===== src/rtl/stopwatch_pkg.sv =====
// rtl/stopwatch_pkg.sv - state encoding and default rates shared by the stopwatch chain
package stopwatch_pkg;

   typedef enum logic [1:0] {
      ST_IDLE  = 2'd0,
      ST_RUN   = 2'd1,
      ST_PAUSE = 2'd2,
      ST_BAD   = 2'd3
   } sw_state_e;

   localparam int unsigned DEFAULT_CLK_FREQ_HZ     = 50_000_000;
   localparam int unsigned DEFAULT_TICK_HZ         = 100;
   localparam int unsigned DEFAULT_DEBOUNCE_CYCLES = 1_000_000;

endpackage


===== src/rtl/stopwatch_tick_ctrl_if.sv =====
// rtl/stopwatch_tick_ctrl_if.sv - button inputs and tick/status outputs of the stopwatch front end
interface stopwatch_tick_ctrl_if;

   logic btn_start_stop;
   logic btn_clear;
   logic tick;
   logic counter_clear;
   logic running;
   logic paused;

   modport master (
      output btn_start_stop, btn_clear,
      input  tick, counter_clear, running, paused
   );

   modport slave (
      input  btn_start_stop, btn_clear,
      output tick, counter_clear, running, paused
   );

endinterface


===== src/rtl/stopwatch_tick_ctrl_debounce.sv =====
// rtl/stopwatch_tick_ctrl_debounce.sv - 2-FF synchronizer, debounce filter and press pulse for one button
module button_debounce #(
   parameter int unsigned DEBOUNCE_CYCLES = 1_000_000
) (
   input  logic clk,
   input  logic reset,
   input  logic btn_raw,
   output logic press
);

   localparam int unsigned CW = (DEBOUNCE_CYCLES > 1) ? $clog2(DEBOUNCE_CYCLES) : 1;
   localparam logic [CW-1:0] CNT_MAX = CW'(DEBOUNCE_CYCLES - 1);

   logic          sync1_q, sync1_d;
   logic          sync2_q, sync2_d;
   logic          level_q, level_d;
   logic [CW-1:0] cnt_q,   cnt_d;

   always_comb begin
      sync1_d = btn_raw;
      sync2_d = sync1_q;
      level_d = level_q;
      cnt_d   = '0;
      if (sync2_q != level_q) begin
         if (cnt_q == CNT_MAX) begin
            level_d = sync2_q;
         end else begin
            cnt_d = cnt_q + 1'b1;
         end
      end
   end

   // Press fires on the edge where the accepted level is about to rise.
   assign press = sync2_q && !level_q && (cnt_q == CNT_MAX);

   always_ff @(posedge clk or posedge reset) begin
      if (reset) begin
         sync1_q <= 1'b0;
         sync2_q <= 1'b0;
         level_q <= 1'b0;
         cnt_q   <= '0;
      end else begin
         sync1_q <= sync1_d;
         sync2_q <= sync2_d;
         level_q <= level_d;
         cnt_q   <= cnt_d;
      end
   end

endmodule


===== src/rtl/stopwatch_tick_ctrl.sv =====
// rtl/stopwatch_tick_ctrl.sv - IDLE/RUN/PAUSE control and 100 Hz tick prescaler for the stopwatch chain
import stopwatch_pkg::*;

module stopwatch_tick_ctrl #(
   parameter int unsigned CLK_FREQ_HZ     = DEFAULT_CLK_FREQ_HZ,
   parameter int unsigned TICK_HZ         = DEFAULT_TICK_HZ,
   parameter int unsigned DEBOUNCE_CYCLES = DEFAULT_DEBOUNCE_CYCLES
) (
   input  logic                 clk,
   input  logic                 reset,
   stopwatch_tick_ctrl_if.slave bus
);

   localparam int unsigned DIV = CLK_FREQ_HZ / TICK_HZ;
   localparam int unsigned PW  = (DIV > 1) ? $clog2(DIV) : 1;
   localparam logic [PW-1:0] PRESC_MAX = PW'(DIV - 1);

   if (DIV < 2 || (CLK_FREQ_HZ % TICK_HZ) != 0) begin : g_param_check
      $error("stopwatch_tick_ctrl: CLK_FREQ_HZ must be an integer multiple >= 2 of TICK_HZ");
   end

   logic ss_press;
   logic clr_press;

   button_debounce #(.DEBOUNCE_CYCLES(DEBOUNCE_CYCLES)) u_db_start_stop (
      .clk     (clk),
      .reset   (reset),
      .btn_raw (bus.btn_start_stop),
      .press   (ss_press)
   );

   button_debounce #(.DEBOUNCE_CYCLES(DEBOUNCE_CYCLES)) u_db_clear (
      .clk     (clk),
      .reset   (reset),
      .btn_raw (bus.btn_clear),
      .press   (clr_press)
   );

   sw_state_e     state_q, state_d;
   logic [PW-1:0] presc_q, presc_d;
   logic          tick_q, tick_d;
   logic          clear_q, clear_d;
   logic          running_q, running_d;
   logic          paused_q, paused_d;

   always_comb begin
      state_d = state_q;
      presc_d = presc_q;
      clear_d = 1'b0;
      // Tick depends only on the current state, so a wrap on the edge leaving RUN is still emitted.
      tick_d  = (state_q == ST_RUN) && (presc_q == PRESC_MAX);

      case (state_q)
         ST_IDLE: begin
            presc_d = '0;
            if (ss_press) state_d = ST_RUN;
         end
         ST_RUN: begin
            presc_d = (presc_q == PRESC_MAX) ? '0 : presc_q + 1'b1;
            if (ss_press) state_d = ST_PAUSE;
         end
         ST_PAUSE: begin
            if (ss_press) state_d = ST_RUN;
         end
         default: begin
            presc_d = '0;
            state_d = ST_IDLE;
         end
      endcase

      if (clr_press) begin
         state_d = ST_IDLE;
         presc_d = '0;
         clear_d = 1'b1;
      end

      running_d = (state_d == ST_RUN);
      paused_d  = (state_d == ST_PAUSE);
   end

   always_ff @(posedge clk or posedge reset) begin
      if (reset) begin
         state_q   <= ST_IDLE;
         presc_q   <= '0;
         tick_q    <= 1'b0;
         clear_q   <= 1'b0;
         running_q <= 1'b0;
         paused_q  <= 1'b0;
      end else begin
         state_q   <= state_d;
         presc_q   <= presc_d;
         tick_q    <= tick_d;
         clear_q   <= clear_d;
         running_q <= running_d;
         paused_q  <= paused_d;
      end
   end

   assign bus.tick          = tick_q;
   assign bus.counter_clear = clear_q;
   assign bus.running       = running_q;
   assign bus.paused        = paused_q;

endmodule


===== src/flat_wrapper.sv =====
// flat-port wrapper written by rule: the top's interface ports become plain ports
module stopwatch_tick_ctrl_flat 
#(
   parameter int unsigned CLK_FREQ_HZ     = DEFAULT_CLK_FREQ_HZ,
   parameter int unsigned TICK_HZ         = DEFAULT_TICK_HZ,
   parameter int unsigned DEBOUNCE_CYCLES = DEFAULT_DEBOUNCE_CYCLES
)
  (clk, reset, bus_btn_start_stop, bus_btn_clear, bus_tick, bus_counter_clear, bus_running, bus_paused);
  stopwatch_tick_ctrl_if bus_i ();
  input  logic clk;
  input  logic reset;
  input wire logic [$bits(bus_i.btn_start_stop)-1:0] bus_btn_start_stop;
  input wire logic [$bits(bus_i.btn_clear)-1:0] bus_btn_clear;
  output wire logic [$bits(bus_i.tick)-1:0] bus_tick;
  output wire logic [$bits(bus_i.counter_clear)-1:0] bus_counter_clear;
  output wire logic [$bits(bus_i.running)-1:0] bus_running;
  output wire logic [$bits(bus_i.paused)-1:0] bus_paused;
  assign bus_i.btn_start_stop = bus_btn_start_stop;
  assign bus_i.btn_clear = bus_btn_clear;
  assign bus_tick = bus_i.tick;
  assign bus_counter_clear = bus_i.counter_clear;
  assign bus_running = bus_i.running;
  assign bus_paused = bus_i.paused;
  stopwatch_tick_ctrl #(.CLK_FREQ_HZ(CLK_FREQ_HZ), .TICK_HZ(TICK_HZ), .DEBOUNCE_CYCLES(DEBOUNCE_CYCLES)) u_core (.clk(clk), .reset(reset), .bus(bus_i));
endmodule

===== config.mk =====
export PLATFORM = sky130hd
export DESIGN_NAME = stopwatch_tick_ctrl_flat
export DESIGN_NICKNAME = d
export VERILOG_FILES = /design/src/rtl/stopwatch_pkg.sv /design/src/rtl/stopwatch_tick_ctrl_if.sv /design/src/rtl/stopwatch_tick_ctrl_debounce.sv /design/src/rtl/stopwatch_tick_ctrl.sv /design/src/flat_wrapper.sv
export SDC_FILE = /design/constraint.sdc
export NUM_CORES = 1
export LEC_CHECK = 0
export BUFFER_PORTS_ARGS = -buffer_cell sky130_fd_sc_hd__clkbuf_2
export CORE_ASPECT_RATIO = 0.9
export CORE_MARGIN = 2
export CORE_UTILIZATION = 64
export CTS_BUF_LIST = sky130_fd_sc_hd__clkbuf_4
export DETAILED_ROUTE_END_ITERATION = 8
export PLACE_DENSITY = 0.81
export REMOVE_ABC_BUFFERS = 1
export SLEW_MARGIN = 20
export SYNTH_ARGS = -nofsm -noshare
export SYNTH_HDL_FRONTEND = slang
export SYNTH_SLANG_ARGS = --single-unit

===== constraint.sdc =====
create_clock -name clk -period 3 [get_ports clk]
set_clock_uncertainty 0.2 [all_clocks]
set_input_delay 0.6 -clock clk [delete_from_list [all_inputs] [get_ports clk]]
set_output_delay 0.6 -clock clk [all_outputs]
set_load 0.02 [all_outputs]

==> flow_summary.json, run 1 <==
{
  "start_util": 0.6649,
  "clockBufferDepth": 2,
  "io_pins": 8,
  "yosys_warnings": 0,
  "fin_setup_tns_ns": 0,
  "rows": 25,
  "grt_pass1_vias": 2281,
  "post_cts_buffers": 0,
  "synth_mux_area_frac": 0.01353,
  "cts_tree": "done",
  "gp_congestion": 0.8323,
  "worst_setup_path_end_kind": "register",
  "cts_made_buffers": 9,
  "die-height_um": 74.30,
  "drc": 0,
  "fillers": 401,
  "synth_edf_count": 0,
  "critPathArrivalTime_ns": 2.35,
  "drtIter0Drc": 125,
  "io_buffers": 7,
  "synth_common_cells": "dfrtp_1 (71), nor2_1 (66), xnor2_1 (29), nand3_1 (21)",
  "clk_latency_ns": 0.41,
  "area_delta_synth_final_pct": 7.262,
  "fin_crit_sh": 0.7577,
  "vdd_drop_max_uv": 357.7,
  "dp_hpwl_um": 4069,
  "slew_violations": 0,
  "nNetsFinal": 367,
  "clock_sink_count": 71,
  "viasPerCell": 5.565,
  "cp-start-kind": "register",
  "clkSlewWorstSetupHoldPaths_ns": 0.12,
  "worst-r2r-setup-slack_ns": 0.73,
  "multi_input_area_um2": 1600,
  "rsz0062_at_grt": "false",
  "synth_top_area_share": 0.5055,
  "ys_ff_latch": 71,
  "finalHoldViolCount": 0,
  "slew_headroom": 0.4850,
  "drv_cap": 0,
  "yosysMostFrequentCell": "dfrtp_1",
  "async_flop_share": 1.000,
  "vias": 2393,
  "power.leakage_uw": 0.001633,
  "synth-adder-area-share": 0.01780,
  "die_w_um": 82.12,
  "tightest_slew_ns": 0.7709,
  "period_needed_ns": 2.273,
  "grtUsageTotal": 0.2267,
  "syn_avg_cell_area_um2": 9.985,
  "num_antenna_cells": 0,
  "finalSetupViolCount": 0,
  "ys_seq_area_frac": 0.5055,
  "antenna_found_initial": 0,
  "status": "complete, no violations",
  "clock.fmax_ghz": 0.4399,
  "overflow": 0,
  "synth-simple-area-share": 0.2570,
  "final_util": 0.7131,
  "syn_inst": 352,
  "grt_max_degree": 35,
  "seqCellArea_um2": 1777,
  "drt-total-wl_um": 6058,
  "ys_types": 48,
  "ant_nets": 0,
  "drive_gt1_frac": 0.1047,
  "hold_path_class": "primary input to register",
  "grt_pass1_wl_um": 10430,
  "synthXorXnorAreaFrac": 0.1196,
  "required_ns": 3.07,
  "firstDrtPassIters": 4,
  "clock-root-buffer": "clkbuf_4",
  "wire_per_inst_um": 14.09,
  "syn_area_um2": 3515,
  "synth_top_family_by_area": "simple AND/OR/NAND/NOR gates",
  "synth_top_area_cell": "dfrtp_1",
  "fp.coreArea_um2": 5286,
  "ys.flop_type": "dfrtp_1",
  "crit_fanout": 6,
  "cts_max_level": 3,
  "synth_compound_area_frac": 0.04735,
  "cellPowerDensity_nw_per_um2": 472.4,
  "synth.area.top_cells": "dfrtp_1 (51%), xnor2_1 (7.2%), nor2_1 (7.0%)",
  "dieArea_um2": 6101,
  "critPathKind": "register to register"
}
cells in the final DEF (no fill, tap or decap), types with 4 or more instances in the layout:
cell	netlist	layout
dfrtp_1	71	71
nor4_1	4	4
inv_1	12	11
xnor2_1	29	29
nor3_1	10	10
xor2_1	19	19
nand2_1	19	19
nand4_1	10	10
and3_1	9	9
a21oi_1	8	8
and2_1	4	4
nor2_1	66	66
clkbuf_4	0	10
and4_1	6	6
a22oi_1	7	7
clkbuf_2	0	7
ha_1	5	5
nand3_1	21	21
critical path, stage by stage, from the launching register on:
cell,delay [ns]
dfrtp_1,0.45
or4b_1,0.55
nor4_2,0.27
a21oi_1,0.25
a211oi_1,0.32
nor3_1,0.09
routing by layer:
layer | GRT usage | up-vias | share of wire
li1 | - | 1206 | -
met1 | 0.3066 | 1147 | 0.48
met2 | 0.3604 | 32 | 0.47
met3 | 0.05218 | 8 | 0.036
met4 | 0.08704 | 0 | 0.015
met5 | 0 | - | 0
state kept, by name, summed over array words and instances, names as in the netlist:
register,flops
u_core.state_q,2
u_core.u_db_clear.level_q,1
u_core.bus.counter_clear,1
u_core.bus.running,1
u_core.u_db_start_stop.level_q,1
u_core.presc_q,19
u_core.u_db_start_stop.sync2_q,1
u_core.u_db_clear.sync2_q,1
u_core.u_db_clear.cnt_q,20
u_core.bus.tick,1
u_core.u_db_start_stop.sync1_q,1
u_core.u_db_clear.sync1_q,1
u_core.bus.paused,1
u_core.u_db_start_stop.cnt_q,20
path summary, 6_finish.rpt:
path / endpoint / start / depth (start not counted)
hold / removal: u_core.u_db_clear.sync1_q$_DFF_PP0_ / bus_btn_clear / 1
min in group asynchronous: u_core.u_db_clear.cnt_q[7]$_DFF_PP0_ / reset / 3
setup / recovery: u_core.presc_q[3]$_DFFE_PP0P_ / u_core.presc_q[10]$_DFFE_PP0P_ / 5
setup reg to reg: u_core.presc_q[3]$_DFFE_PP0P_ / u_core.presc_q[10]$_DFFE_PP0P_ / 5
max in group asynchronous: u_core.u_db_clear.cnt_q[18]$_DFF_PP0_ / reset / 4
hold reg to reg: u_core.u_db_start_stop.sync2_q$_DFF_PP0_ / u_core.u_db_start_stop.sync1_q$_DFF_PP0_ / 0
cells by family after synthesis:
logic type	Yosys count
AO/OA/AOI/OAI	23
XOR/XNOR	48
flip-flops	71
multiplexers	4
AND/OR/NAND/NOR	173
adder cells (fa/ha/maj)	5
buffers and inverters	28
cell type report:
cell class,count,area share
Clock buffer,10,0.01991
Clock inverter,6,0.02887
Inverter,12,0.01195
Multi-Input combinational cell,253,0.4245
Sequential cell,71,0.4713
Tap cell,67,0.02224
Timing Repair Buffer,11,0.02124
repair_timing:
action	CTS	global route
hold buffers	1	0
hold endpoints to repair	15	0
gates resized for setup	0	0
metrics by stage:
step	setup slack, ns	hold WS (ns)	cell area [um2]	std cells	total power [uW]
floorplan	0.4034	0.1312	3422	336	1024
global placement	0.8148	0.1348	3576	413	1040
detailed placement	0.7626	0.1379	3576	413	1042
CTS	0.7298	0.07898	3770	430	1799
global route	0.5058	0.07299	3770	430	1846
finish	0.7270	0.09809	3770	430	1781
report_power, final:
group	total, uW	internal [uW]	switching, uW
registers	973	966	7.18
logic	49.0	15.0	33.9
clock network	759	430	329
total	1780	1410	370
Power figures use the tool's default switching activity.
==> inputs of run 2 (changes only) <==
Settings changed: CORE_UTILIZATION 64 to 58, PLACE_DENSITY 0.81 to 0.78.
Clock period 3 ns to 2 ns, I/O delays scaled along.
==> flow_summary.json, run 2 (synthesized netlist as in run 1, its figures left out) <==
{
  "hold_ws_ns": 0.1627,
  "gp_congestion": 0.8117,
  "fin_cells": 483,
  "ant_nets": 0,
  "overflow": 0,
  "slew_violations": 0,
  "num_antenna_cells": 0,
  "io_buffers": 7,
  "hold_path_class": "register to register",
  "antenna_found_initial": 0,
  "drv_cap": 0,
  "drive_gt1_frac": 0.2542,
  "cellPowerDensity_nw_per_um2": 606.0,
  "drtIter0Drc": 175,
  "clock.fmax_ghz": 0.4674,
  "rsz0062_at_grt": "true",
  "drc": 0,
  "failed_checks": "negative setup slack",
  "mostFrequentLayoutCells": "dfrtp_1 (71), nor2_1 (64), buf_4 (44), xnor2_1 (29), nand3_1 (20)",
  "wl_met1_um": 3361,
  "final_common_cell": "dfrtp_1",
  "status": "finished with violations",
  "clock_sink_count": 71,
  "start_util": 0.6104,
  "viasPerCell": 5.714,
  "clk_latency_ns": 0.42,
  "cp-start-kind": "register",
  "period_needed_ns": 2.140,
  "dieArea_um2": 6699,
  "cts_tree": "done",
  "critPathArrivalTime_ns": 2.25,
  "drt-total-wl_um": 7471,
  "required_ns": 2.11,
  "cts_max_level": 3,
  "clkSlewWorstSetupHoldPaths_ns": 0.12,
  "top_layer": "met4",
  "dp_hpwl_um": 4620,
  "area_delta_synth_final_pct": 21.97,
  "switchingPower_uw": 594.7,
  "grtUsageTotal": 0.2290,
  "seq_power_share": 0.562,
  "finalSetupViolCount": 28,
  "fin_ws_ns": -0.1396,
  "tightest_slew_ns": 0.3723,
  "dpl.cell_count": 454,
  "vdd_drop_max_uv": 480.5,
  "combPwrFrac": 0.038,
  "wire_per_inst_um": 15.47,
  "switching_share": 0.2289,
  "crit_fanout": 3,
  "wl_met2_um": 3661,
  "grt_pass1_vias": 2623,
  "io_pins": 8,
  "wl_met3_um": 345,
  "nNetsFinal": 417,
  "die-height_um": 77.85,
  "grt_max_degree": 42,
  "top_regs": "u_core.u_db_clear.cnt_q: 20 flops, u_core.u_db_start_stop.cnt_q: 20 flops, u_core.presc_q: 19 flops",
  "worst_setup_path_end_kind": "register",
  "slew_headroom": 0.7483,
  "critPathKind": "register to register",
  "die_w_um": 86.06,
  "place_ws_ns": -0.1347,
  "cts_made_buffers": 9,
  "internal-power_uw": 2003,
  "fp.coreArea_um2": 5758,
  "finalHoldViolCount": 0,
  "pwr-share-clk": 0.400,
  "vias": 2760,
  "fin_crit_sh": 1.070,
  "clock-root-buffer": "clkbuf_4",
  "grt_pass1_wl_um": 11940,
  "firstDrtPassIters": 4,
  "rows": 26,
  "clockBufferDepth": 2,
  "power.leakage_uw": 0.001913
}
==> run 2: changes by cell type in the layout (fill, tap and decap cells not counted), moves of 3 or more <==
| cell | before | now |
|---|---|---|
| or2_4 | 1 | 5 |
| nor4_1 | 4 | 1 |
| buf_4 | 2 | 44 |
| a21oi_1 | 8 | 5 |
==> run 2: area by class of cell <==
cell class | instances | area (um2)
flip-flops and latches | 71 | 1777
repair buffers | 58 | 457.9
well taps | 70 | 87.58
fillers | 395 | 1471
clock buffers | 10 | 75.07
clock inverters | 6 | 85.08
multi-input cells | 256 | 1759
inverters | 12 | 45.04
==> run 2: power by group through the flow <==
stage / combinational (uW) / clock [uW] / sequential, uW
global route: 112 / 1110 / 1460
global placement: 85.0 / 0 / 1490
floorplan: 51.2 / 0 / 1490
detailed placement: 86.5 / 0 / 1490
finish: 98.4 / 1040 / 1460
CTS: 92.1 / 1040 / 1460
==> run 2: worst max-delay path, stage by stage, from the launching register on <==
cell	delay, ns
dfrtp_1	0.41
or4_4	0.55
nor4_4	0.25
and2_4	0.19
and2b_1	0.14
mux2_4	0.29
==> run 2: metrics by stage <==
stage / total power (uW) / area (um2) / utilization / setup TNS (ns)
after global routing: 2684 / 4287 / 0.7445 / -3.424
after floorplan: 1536 / 3422 / - / -28.29
after CTS: 2594 / 4111 / 0.7140 / -0.5563
final: 2598 / 4287 / 0.7445 / -1.035
after detailed placement: 1573 / 3877 / 0.6734 / -1.640
after global placement: 1571 / 3877 / 0.6734 / -0.07271
==> run 2: routing by layer <==
metal / up-vias / GRT usage
met2: 80 / 0.3512
met5: - / 0
li1: 1316 / -
met3: 13 / 0.07872
met4: 0 / 0.07778
met1: 1351 / 0.3039
==> run 2: path summary, 6_finish.rpt <==
check | depth (start not counted) | slack [ns] | start | end
max in group asynchronous | 4 | 0.80 | reset | u_core.u_db_clear.cnt_q[14]$_DFF_PP0_
hold / removal | 0 | 0.16 | u_core.u_db_start_stop.sync1_q$_DFF_PP0_ | u_core.u_db_start_stop.sync2_q$_DFF_PP0_
setup reg to reg | 5 | -0.14 | u_core.u_db_start_stop.cnt_q[10]$_DFF_PP0_ | u_core.u_db_start_stop.level_q$_DFFE_PP0P_
min in group asynchronous | 3 | 0.25 | reset | u_core.u_db_start_stop.cnt_q[0]$_DFF_PP0_
hold reg to reg | 0 | 0.16 | u_core.u_db_start_stop.sync1_q$_DFF_PP0_ | u_core.u_db_start_stop.sync2_q$_DFF_PP0_
setup / recovery | 5 | -0.14 | u_core.u_db_start_stop.cnt_q[10]$_DFF_PP0_ | u_core.u_db_start_stop.level_q$_DFFE_PP0P_
==> run 2: what timing repair did <==
| item | in CTS | in global routing |
|---|---|---|
| cloned | 0 | 3 |
| setup buffers | 1 | 7 |
| hold buffers | 3 | 0 |
| pin swaps | 18 | 18 |
| hold endpoints to repair | 14 | 0 |
| gates resized for setup | 7 | 26 |
| endpoints found under the setup margin | 54 | 55 |
==> inputs of run 3 (changes only) <==
Settings changed: MAX_ROUTING_LAYER set to met4.
==> flow_summary.json, run 3 (synthesized netlist as in run 1, its figures left out) <==
{
  "vdd_drop_max_uv": 482.1,
  "mostFrequentLayoutCells": "dfrtp_1 (71), nor2_1 (64), buf_4 (45), xnor2_1 (29), nand3_1 (20)",
  "r2r_end": "u_core.u_db_start_stop.level_q$_DFFE_PP0P_",
  "drv_cap": 0,
  "power.leakage_uw": 0.001917,
  "clk_latency_ns": 0.42,
  "io_pins": 8,
  "viasPerCell": 5.669,
  "fp.coreArea_um2": 5758,
  "drc": 0,
  "ant_nets": 0,
  "clock_sink_count": 71,
  "cp-start-kind": "register",
  "grtUsageTotal": 0.2357,
  "critPathMaxStageDelay_ns": 0.55,
  "cellPowerDensity_nw_per_um2": 603.5,
  "required_ns": 2.11,
  "hold_path_class": "register to register",
  "final_common_cell": "dfrtp_1",
  "critPathArrivalTime_ns": 2.23,
  "cts_tree": "done",
  "clock-root-buffer": "clkbuf_4",
  "worst-r2r-setup-slack_ns": -0.12,
  "num_antenna_cells": 0,
  "gr-max-usage-layer": "met2",
  "fin_setup_tns_ns": -0.8338,
  "critPathKind": "register to register",
  "die-height_um": 77.85,
  "rows": 26,
  "fillers": 389,
  "drt-total-wl_um": 7407,
  "worst_setup_path_end_kind": "register",
  "top_regs": "u_core.u_db_clear.cnt_q: 20 flops, u_core.u_db_start_stop.cnt_q: 20 flops, u_core.presc_q: 19 flops",
  "rsz0062_at_grt": "true",
  "dp_hpwl_um": 4620,
  "period_needed_ns": 2.122,
  "slew_headroom": 0.7375,
  "finalSetupViolCount": 21,
  "crit_buf_inv": 0,
  "dieArea_um2": 6699,
  "grt_use_met2": 0.3512,
  "firstDrtPassIters": 4,
  "place_ws_ns": -0.1347,
  "io_buffers": 7,
  "hold_start": "u_core.u_db_start_stop.sync1_q$_DFF_PP0_",
  "hold_depth": 0,
  "drive_gt1_frac": 0.2560,
  "failed_checks": "negative setup slack",
  "clock.fmax_ghz": 0.4712,
  "clkSlewWorstSetupHoldPaths_ns": 0.12,
  "slew_violations": 0,
  "dpl.cell_count": 454,
  "cts_max_level": 3,
  "use_met1": 0.3046,
  "die_w_um": 86.06,
  "vias": 2744,
  "antenna_found_initial": 0,
  "critPathSlowestCell": "or4_4",
  "fin_ws_ns": -0.1225,
  "grt_use_met3": 0.07872,
  "cp_top_family": "simple AND/OR/NAND/NOR gates",
  "overflow": 0,
  "status": "finished with violations",
  "grt_max_degree": 42,
  "nNetsFinal": 418,
  "reg2reg_depth": 5,
  "tightest_slew_ns": 0.3883,
  "grt_pass1_wl_um": 11950,
  "grt_pass1_vias": 2613,
  "min_to": "u_core.u_db_start_stop.sync2_q$_DFF_PP0_",
  "start_util": 0.6104,
  "gp_congestion": 0.8237,
  "crit_fanout": 3,
  "path_cells": "or4_4 > nor4_4 > and2_4 > and2b_1 > mux2_4",
  "area_delta_synth_final_pct": 22.18,
  "wire_per_inst_um": 15.30,
  "finalHoldViolCount": 0,
  "clockBufferDepth": 2,
  "fin_crit_sh": 1.061,
  "fin_cells": 484,
  "timing.rr.start": "u_core.u_db_start_stop.cnt_q[10]$_DFF_PP0_",
  "drtIter0Drc": 162,
  "cts_made_buffers": 9
}
run 3: routing by layer:
| metal | vias up | part of all wire |
|---|---|---|
| met3 | 8 | 0.052 |
| li1 | 1320 | - |
| met2 | 75 | 0.50 |
| met1 | 1341 | 0.44 |
| met5 | - | 0 |
| met4 | 0 | 0.010 |
run 3: worst max-delay path by stage:
| stage | from | end | slack, ns | cells past startpoint |
|---|---|---|---|---|
| global placement | u_core.u_db_start_stop.cnt_q[10]$_DFF_PP0_ | u_core.u_db_start_stop.level_q$_DFFE_PP0P_ | -0.06 | 5 |
| CTS | u_core.u_db_start_stop.cnt_q[8]$_DFF_PP0_ | u_core.u_db_start_stop.level_q$_DFFE_PP0P_ | -0.12 | 5 |
| detailed placement | u_core.u_db_start_stop.cnt_q[10]$_DFF_PP0_ | u_core.u_db_start_stop.level_q$_DFFE_PP0P_ | -0.13 | 5 |
| finish | u_core.u_db_start_stop.cnt_q[10]$_DFF_PP0_ | u_core.u_db_start_stop.level_q$_DFFE_PP0P_ | -0.12 | 5 |
| global route | u_core.u_db_start_stop.cnt_q[10]$_DFF_PP0_ | u_core.u_db_start_stop.level_q$_DFFE_PP0P_ | -0.22 | 5 |
| floorplan | reset | u_core.bus.counter_clear$_DFF_PP0_ | -0.40 | 1 |
run 3: metrics by stage:
step	utilization	total power, uW	instance area (um2)	hold slack, ns
floorplan	-	1536	3422	0.1312
global placement	0.6734	1571	3877	0.1375
detailed placement	0.6734	1573	3877	0.1347
CTS	0.7140	2594	4111	0.1621
global route	0.7458	2685	4294	0.1739
finish	0.7458	2591	4294	0.1627
run 3: what timing repair did:
action / CTS / global route
endpoints found under the setup margin: 54 / 55
setup buffers: 1 / 8
hold endpoints to repair: 14 / 0
hold buffers: 3 / 0
gates cloned: 0 / 3
pin swaps: 18 / 17
gates resized for setup: 7 / 26
run 3: cell type report:
class	instances	area, um2	area share
repair buffers	59	465.4	0.1084
flip-flops and latches	71	1777	0.4138
multi-input cells	256	1759	0.4097
inverters	12	45.04	0.01049
clock buffers	10	75.07	0.01748
clock inverters	6	85.08	0.01981
well taps	70	87.58	0.02040
run 3: report_power, final:
| part | internal, uW | switching, uW |
|---|---|---|
| sequential | 1450 | 10.5 |
| combinational | 38.3 | 60.1 |
| clock | 516 | 518 |
